## src/rtl/threshold_detector.sv

```systemverilog
// Hysteretic threshold detector with debounce and holdoff. Define PEAK_CAPTURE_EN
// to capture the peak sample of each completed ACTIVE interval.
module threshold_detector #(
    parameter int DATA_WD  = 16,
    parameter int DEBOUNCE = 4,
    parameter int HOLDOFF  = 8
) (
    input  logic                      i_clk,
    input  logic                      i_rst,
    input  logic                      i_valid,
    input  logic signed [DATA_WD-1:0] i_data,
    input  logic signed [DATA_WD-1:0] i_thr_hi,
    input  logic signed [DATA_WD-1:0] i_thr_lo,
    output logic                      o_event,
    output logic                      o_active,
    output logic [7:0]                o_evt_cnt,
    output logic signed [DATA_WD-1:0] o_peak,
    output logic                      o_peak_valid
);

    typedef enum logic [1:0] {
        ST_IDLE    = 2'd0,
        ST_ACTIVE  = 2'd1,
        ST_HOLDOFF = 2'd2
    } state_t;

    localparam logic [3:0] DEB_LAST  = 4'(DEBOUNCE - 1);
    localparam logic [7:0] HOLD_LAST = 8'(HOLDOFF - 1);

    state_t     state_r;
    state_t     state_nxt_s;
    logic [3:0] deb_cnt_r;
    logic [7:0] hold_cnt_r;
    logic       hi_hit_s;
    logic       lo_hit_s;
    logic       trigger_s;
    logic       release_s;
    logic       hold_done_s;

    assign hi_hit_s    = i_valid && (i_data >= i_thr_hi);
    assign lo_hit_s    = i_valid && (i_data <= i_thr_lo);
    assign trigger_s   = (state_r == ST_IDLE) && hi_hit_s && (deb_cnt_r == DEB_LAST);
    assign release_s   = (state_r == ST_ACTIVE) && lo_hit_s;
    assign hold_done_s = (state_r == ST_HOLDOFF) && (hold_cnt_r == HOLD_LAST);

    // Next-state selection.
    always_comb begin
        state_nxt_s = state_r;
        case (state_r)
            ST_IDLE: begin
                if (trigger_s) state_nxt_s = ST_ACTIVE;
                else           state_nxt_s = ST_IDLE;
            end
            ST_ACTIVE: begin
                if (release_s) state_nxt_s = ST_HOLDOFF;
                else           state_nxt_s = ST_ACTIVE;
            end
            ST_HOLDOFF: begin
                if (hold_done_s) state_nxt_s = ST_IDLE;
                else             state_nxt_s = ST_HOLDOFF;
            end
            default: state_nxt_s = ST_IDLE;
        endcase
    end

    // State register.
    always_ff @(posedge i_clk) begin
        if (i_rst) state_r <= ST_IDLE;
        else       state_r <= state_nxt_s;
    end

    // Debounce streak: only counts in IDLE, frozen on invalid cycles.
    always_ff @(posedge i_clk) begin
        if (i_rst || (state_r != ST_IDLE)) begin
            deb_cnt_r <= 4'd0;
        end else if (i_valid) begin
            if (hi_hit_s && !trigger_s) deb_cnt_r <= deb_cnt_r + 4'd1;
            else                        deb_cnt_r <= 4'd0;
        end else begin
            deb_cnt_r <= deb_cnt_r;
        end
    end

    // Holdoff dwell counter.
    always_ff @(posedge i_clk) begin
        if (i_rst) begin
            hold_cnt_r <= 8'd0;
        end else if ((state_r == ST_HOLDOFF) && !hold_done_s) begin
            hold_cnt_r <= hold_cnt_r + 8'd1;
        end else begin
            hold_cnt_r <= 8'd0;
        end
    end

    // Registered event, activity and saturating event count.
    always_ff @(posedge i_clk) begin
        if (i_rst) begin
            o_event   <= 1'b0;
            o_active  <= 1'b0;
            o_evt_cnt <= 8'd0;
        end else begin
            o_event  <= trigger_s;
            o_active <= (state_nxt_s == ST_ACTIVE);
            if (trigger_s && (o_evt_cnt != 8'hFF)) o_evt_cnt <= o_evt_cnt + 8'd1;
            else                                   o_evt_cnt <= o_evt_cnt;
        end
    end

`ifdef PEAK_CAPTURE_EN
    logic signed [DATA_WD-1:0] run_max_r;
    logic signed [DATA_WD-1:0] max_s;

    // The releasing sample still competes for the peak.
    assign max_s = (i_data > run_max_r) ? i_data : run_max_r;

    // Running maximum during ACTIVE and peak publication on release.
    always_ff @(posedge i_clk) begin
        if (i_rst) begin
            run_max_r    <= '0;
            o_peak       <= '0;
            o_peak_valid <= 1'b0;
        end else begin
            o_peak_valid <= release_s;
            if (trigger_s) begin
                run_max_r <= i_data;
            end else if ((state_r == ST_ACTIVE) && i_valid) begin
                run_max_r <= max_s;
            end else begin
                run_max_r <= run_max_r;
            end
            if (release_s) o_peak <= max_s;
            else           o_peak <= o_peak;
        end
    end
`else
    assign o_peak       = '0;
    assign o_peak_valid = 1'b0;
`endif

endmodule

```

## config.mk

```make
export PLATFORM = sky130hd
export DESIGN_NAME = threshold_detector
export DESIGN_NICKNAME = d
export VERILOG_FILES = /design/src/rtl/threshold_detector.sv
export SDC_FILE = /design/constraint.sdc
export NUM_CORES = 1
export LEC_CHECK = 0
export ABC_AREA = 1
export CORE_MARGIN = 4
export CORE_UTILIZATION = 40
export CTS_BUF_LIST = sky130_fd_sc_hd__clkbuf_2
export CTS_CLUSTER_DIAMETER = 200
export DETAILED_ROUTE_END_ITERATION = 8
export PLACE_DENSITY = 0.78
export SETUP_SLACK_MARGIN = 0.15
export SLEW_MARGIN = 20
export SYNTH_ARGS = -nofsm -noshare
export SYNTH_HDL_FRONTEND = slang
export SYNTH_SLANG_ARGS = --single-unit
```

## constraint.sdc

```tcl
create_clock -name i_clk -period 2.08 [get_ports i_clk]
set_input_delay 0.208 -clock i_clk [delete_from_list [all_inputs] [get_ports i_clk]]
set_output_delay 0.208 -clock i_clk [all_outputs]
set_load 0.05 [all_outputs]
```

==> out/results.ini, run 1 <==
[outcome]
outcome=finished, final reports clean

[timing]
holdWs_ps=472
finClkSkew_ps=3.46
period_share_pct=89.4
min_period_ps=1860
rsz0062_at_grt=true
hold_viol=0
maxSlewViolCount=0
relSlewSlack_pct=65.9
setup_viol=0
tightest_slew_ps=507
setup_ws_ps=221
fmax_mhz=538

[setup_path]
reg2reg_to=o_evt_cnt[1]$_SDFFE_PP0P_
crit_path_max_fanout=8
cp.required_ps=2360
crit_slowest_cell=clkdlybuf4s50_1
path_class=in2reg
path_cells=clkdlybuf4s50_1, inv_2, ha_4, nand2_1, nor2_4, nand2_2, nor2_4, nand4_1, nand3_4, nand3_4, nor2_8, nand2_2, a21oi_2
end_kind=register
critPathLaunchType=input pin
r2r_start=o_evt_cnt[0]$_SDFFE_PP0P_
crit_arrival_ps=2140
crit_path_max_incr_delay_ps=470
regToRegSetupSlack_ps=380
r2r_cells=9

[yosys]
synth_most_common_cell=inv_1
synth-edff-count=0
synthTopCellsByCount=inv_1, nand2_1, ha_1
synth_top_area_share_pct=21.9
yosysSeqAreaShare_pct=21.9
yosys_most_used_dff=dfxtp_1
synth_area_leaders=dfxtp_1, ha_1, inv_1
syn_inst=314
ys.warnings.count=0
synthesis.area_sq_mm=0.00219
avgSynthCellArea_sq_um=6.98
yosysTopAreaCell=dfxtp_1
synth_async_sr_flop_share_pct=0
synth-seq-cells=24
synth.distinct_cells=32

[grt]
grt_max_degree=14
track_usage_pct=14.8
grt_pass1_vias=2085
globalRouteMet1Util_pct=15.6
grt_remaining_overflow=0
top_usage_layer=met2
grt_pass1_wl_microns=8050
met3_usage_pct=2.30
use_met2_pct=29.8
antenna_found_initial=0

[detailed_routing]
drt_iter0_drc=38
vias=2149
remaining_drc_errors=0
drt-pass1-iter-count=4
antenna_left=0
viasPerCell=4.68
wl_per_cell_microns=11.2
wirelength_microns=5130

[clock_tree]
clkSinkCount=24
clkTransAtPathRegs_ps=210
cts_buffer_depth=2
h-tree-depth=1
cts_inserted_buffers=3
clock_latency_ps=330
cts_hold_buf=0
cts_tree=done
root_buffer=clkbuf_2

[pwr]
max-vdd-ir-drop_mv=0.197
intPower_mw=0.704
power_frac_clock_pct=16.0
pwr-share-seq_pct=43.6
pwr-share-comb_pct=40.4
p_sw_mw=0.366
p_leak_nw=1.53
p_sw_share_pct=34.2
powerDensity_mw_per_mm2=341
power_mw=1.07

[finish]
synthToLayoutAreaGrowth_pct=43.1
fillers=474
layout.cells.non_filler=459
postLayoutCellArea_sq_mm=0.00313
diodes=0
nets=477
drive_gt1_share_pct=16.5

[floorplan]
io_pins=78
die-height_microns=82.0
initial_utilization_pct=42.1
placementRows=26
core_area_sq_mm=0.00520
die_x_microns=82.0
dieArea_sq_mm=0.00672

[placement]
preCtsSetupSlack_ps=-269
post_dp_cell_area_sq_mm=0.00289
hpwl_microns=4190
gp_congestion=0.847
place_inst=452
io_buffers=60

[worst_hold_path]
min_from=hold_cnt_r[0]$_SDFF_PP0_
holdPathEnd=hold_cnt_r[0]$_SDFF_PP0_
hp-class=reg2reg
worstHoldPathCells=1

[run]
maxCapViolCount=0

metrics by stage:
stage | utilization, % | setup TNS [ps]
2_1_floorplan | - | 0
3_3_place_gp | 55.6 | -1490
3_5_place_dp | 55.6 | -2640
4_1_cts | 56.5 | 0
5_1_grt | 60.2 | 0
6_report | 60.2 | 0
per-layer routing:
| metal | share of wire (%) | vias up |
|---|---|---|
| met5 | 0 | - |
| met3 | 5.1 | 4 |
| met1 | 38 | 977 |
| li1 | - | 1111 |
| met2 | 55 | 57 |
| met4 | 1.1 | 0 |
worst max-delay path: cells and delay by family:
family                   cells  cell delay, ps
AND/OR/NAND/NOR              9            1010
AO/OA/AOI/OAI                1             130
buffers and inverters        2             520
adder cells (fa/ha/maj)      1             260
state kept, by name (all words and copies together) (netlist names):
signal,flops
hold_cnt_r,8
o_evt_cnt,8
deb_cnt_r,4
state_r,2
o_active,1
o_event,1
cells by family after synthesis:
| group | count (synthesis) | share of synthesized area, % |
|---|---|---|
| AND/OR/NAND/NOR | 128 | 29.5 |
| buffers and inverters | 86 | 17.7 |
| adder cells (fa/ha/maj) | 35 | 20.0 |
| AO/OA/AOI/OAI | 32 | 7.54 |
| flip-flops | 24 | 21.9 |
| XOR/XNOR | 8 | 3.20 |
| other | 1 | 0.171 |
cells in the final DEF (no fill, tap or decap), types with 12 or more instances in the layout:
cell type and instances:
ha_1 28, a21oi_1 23, clkdlybuf4s50_1 54, nand2_1 51, dfxtp_1 22, inv_1 62
nand3_1 12, buf_4 16, nor2_1 20, conb_1 17
worst max path at each step:
stage / startpoint / end / slack (ps) / cells after the start
floorplan: o_evt_cnt[2]$_SDFFE_PP0P_ / o_evt_cnt[6]$_SDFFE_PP0P_ / 220 / 8
global placement: i_thr_hi[11] / o_evt_cnt[1]$_SDFFE_PP0P_ / -160 / 12
detailed placement: i_thr_hi[15] / o_evt_cnt[1]$_SDFFE_PP0P_ / -270 / 14
CTS: i_thr_hi[9] / o_evt_cnt[1]$_SDFFE_PP0P_ / 160 / 15
global route: i_thr_hi[12] / o_evt_cnt[7]$_SDFFE_PP0P_ / 130 / 13
finish: i_thr_hi[9] / o_evt_cnt[7]$_SDFFE_PP0P_ / 220 / 13
power by group through the flow:
stage	Sequential [mW]	Combinational (mW)	Clock, mW
2_1_floorplan	0.475	0.245	0
3_3_place_gp	0.475	0.369	0
3_5_place_dp	0.476	0.378	0
4_1_cts	0.467	0.389	0.178
5_1_grt	0.468	0.482	0.202
6_report	0.467	0.433	0.171
timing repair:
item / 4_1_cts / 5_1_grt
pin swaps: 5 / 17
setup endpoints to repair: 8 / 15
resized for setup: 3 / 39
setup buffers: 2 / 2
cell type report:
type	count	area, sq um	area share (%)
Multi-Input combinational cell	220	1570	49.9
Timing Repair Buffer	76	736	23.5
Sequential cell	24	483	15.4
Inverter	66	248	7.90
Tap cell	70	87.6	2.79
Clock buffer	3	15.0	0.479
No activity file was read; power rests on OpenSTA's default activity.
==> inputs of run 2 (changes only) <==
Settings changed: CORE_UTILIZATION 40 to 47, CTS_CLUSTER_DIAMETER 200 to 60, PLACE_DENSITY 0.78 to not set, PLACE_DENSITY_LB_ADDON set to 0.1.
==> out/results.ini, run 2 (synthesized netlist as in run 1, its figures left out) <==
[timing]
setup_viol=0
hold_viol=0
maxSlewViolCount=0
relSlewSlack_pct=66.4
finClkSkew_ps=6.04
tightest_slew_ps=502
rsz0062_at_grt=false
holdWs_ps=466
min_period_ps=1860
period_share_pct=89.5
final.setup.tns_ps=0
fmax_mhz=537

[setup_path]
end_kind=register
r2r_cells=9
crit_path_max_fanout=8
reg2reg_to=o_evt_cnt[0]$_SDFFE_PP0P_
r2r_start=o_evt_cnt[0]$_SDFFE_PP0P_
crit_arrival_ps=2140
path_class=in2reg
cp.required_ps=2360
regToRegSetupSlack_ps=460
critPathLaunchType=input pin

[pwr]
p_leak_nw=1.52
max-vdd-ir-drop_mv=0.338
power_mw=1.05
powerDensity_mw_per_mm2=348

[clock_tree]
clkSinkCount=24
h-tree-depth=1
cts_buffer_depth=2
cts_inserted_buffers=3
root_buffer=clkbuf_2
clkTransAtPathRegs_ps=220
cts_tree=done
clock_latency_ps=330

[finish]
mostFrequentLayoutCells=inv_1, nand2_1, clkdlybuf4s50_1
biggestRegsByFlops=hold_cnt_r: 8 flops, o_evt_cnt: 8 flops, deb_cnt_r: 4 flops
layout.cells.non_filler=444
synthToLayoutAreaGrowth_pct=37.7
drive_gt1_share_pct=12.2
nets=479
diodes=0
final_common_cell=inv_1

[detailed_routing]
wirelength_microns=4640
drt-pass1-iter-count=4
antenna_left=0
remaining_drc_errors=0
viasPerCell=4.63
wl_per_cell_microns=10.5
vias=2054
drt_iter0_drc=35

[grt]
grt_pass1_vias=1925
antenna_found_initial=0
grt_remaining_overflow=0
grt_pass1_wl_microns=8120
grt_max_degree=14
track_usage_pct=16.1

[placement]
io_buffers=60
place_inst=439
gp_congestion=0.801
hpwl_microns=3930

[worst_hold_path]
worstHoldPathCells=1
hp-class=reg2reg
holdPathEnd=hold_cnt_r[0]$_SDFF_PP0_
min_from=hold_cnt_r[0]$_SDFF_PP0_

[floorplan]
dieArea_sq_mm=0.00582
io_pins=78
placementRows=24
die-height_microns=76.3
core_area_sq_mm=0.00444
die_x_microns=76.3
initial_utilization_pct=49.3

[run]
maxCapViolCount=0

[outcome]
outcome=finished, final reports clean

==> run 2: changes by cell type in the layout (fill, tap and decap cells not counted), moves of 3 or more <==
cell | before | now
clkdlybuf4s50_1 | 54 | 57
dlymetal6s2s_1 | 6 | 3
ha_1 | 28 | 32
ha_4 | 7 | 3
inv_1 | 62 | 66
inv_2 | 4 | 0
nand2_1 | 51 | 58
nand2_2 | 11 | 6
==> run 2: what timing repair did <==
item | CTS | global route
setup buffers | 0 | 1
resized for setup | 3 | 13
pin swaps | 3 | 5
endpoints found under the setup margin | 8 | 12
hold buffers | 0 | 0
==> run 2: critical path, cell delays in order <==
cell             delay, ps
clkdlybuf4s50_1        460
inv_1                   50
ha_1                   270
nand2_2                 80
inv_1                   40
nand2_1                 50
nand2_1                 70
a21oi_2                160
nand4_1                150
nand3_4                150
nand3_4                100
nor2_8                 160
nand2_1                 60
a21oi_1                130
==> run 2: worst max-delay path by stage <==
stage,start,to,slack [ps],cells after the start
after floorplan,o_evt_cnt[2]$_SDFFE_PP0P_,o_evt_cnt[6]$_SDFFE_PP0P_,220,8
after global routing,i_thr_hi[10],o_evt_cnt[1]$_SDFFE_PP0P_,150,14
final,i_thr_hi[10],o_evt_cnt[0]$_SDFFE_PP0P_,220,14
after detailed placement,i_thr_hi[15],o_evt_cnt[0]$_SDFFE_PP0P_,-260,14
after CTS,i_thr_hi[15],o_evt_cnt[0]$_SDFFE_PP0P_,170,15
after global placement,i_thr_hi[15],o_evt_cnt[1]$_SDFFE_PP0P_,-160,13
==> run 2: stage by stage <==
step	setup slack (ps)	cell area, sq um	util (%)
after floorplan	218	2250	-
after global placement	-162	2910	65.4
after detailed placement	-256	2910	65.4
after CTS	173	2950	66.3
after global routing	147	3020	67.9
final	219	3020	67.9
==> run 2: layout make-up <==
class	instances	area, sq um
Multi-Input combinational cell	220	1460
Fill cell	399	1430
Timing Repair Buffer	78	743
Sequential cell	24	483
Inverter	66	248
Tap cell	52	65.1
Clock buffer	3	15.0
Clock inverter	1	3.75
==> run 2: per-layer routing <==
layer	track usage [%]	wire [microns]	up-vias
met3	4.02	236	4
met1	20.6	2150	887
met2	27.8	2210	47
met5	0	0	-
met4	2.36	44	0
li1	-	-	1116
==> run 2: power by group <==
part           internal, mW  total (mW)  switching (mW)  leakage, nW
registers             0.464       0.467         0.00266        0.194
logic                 0.192       0.408           0.216         1.31
clock network        0.0418       0.176           0.134       0.0140
total                 0.697        1.05           0.353         1.52
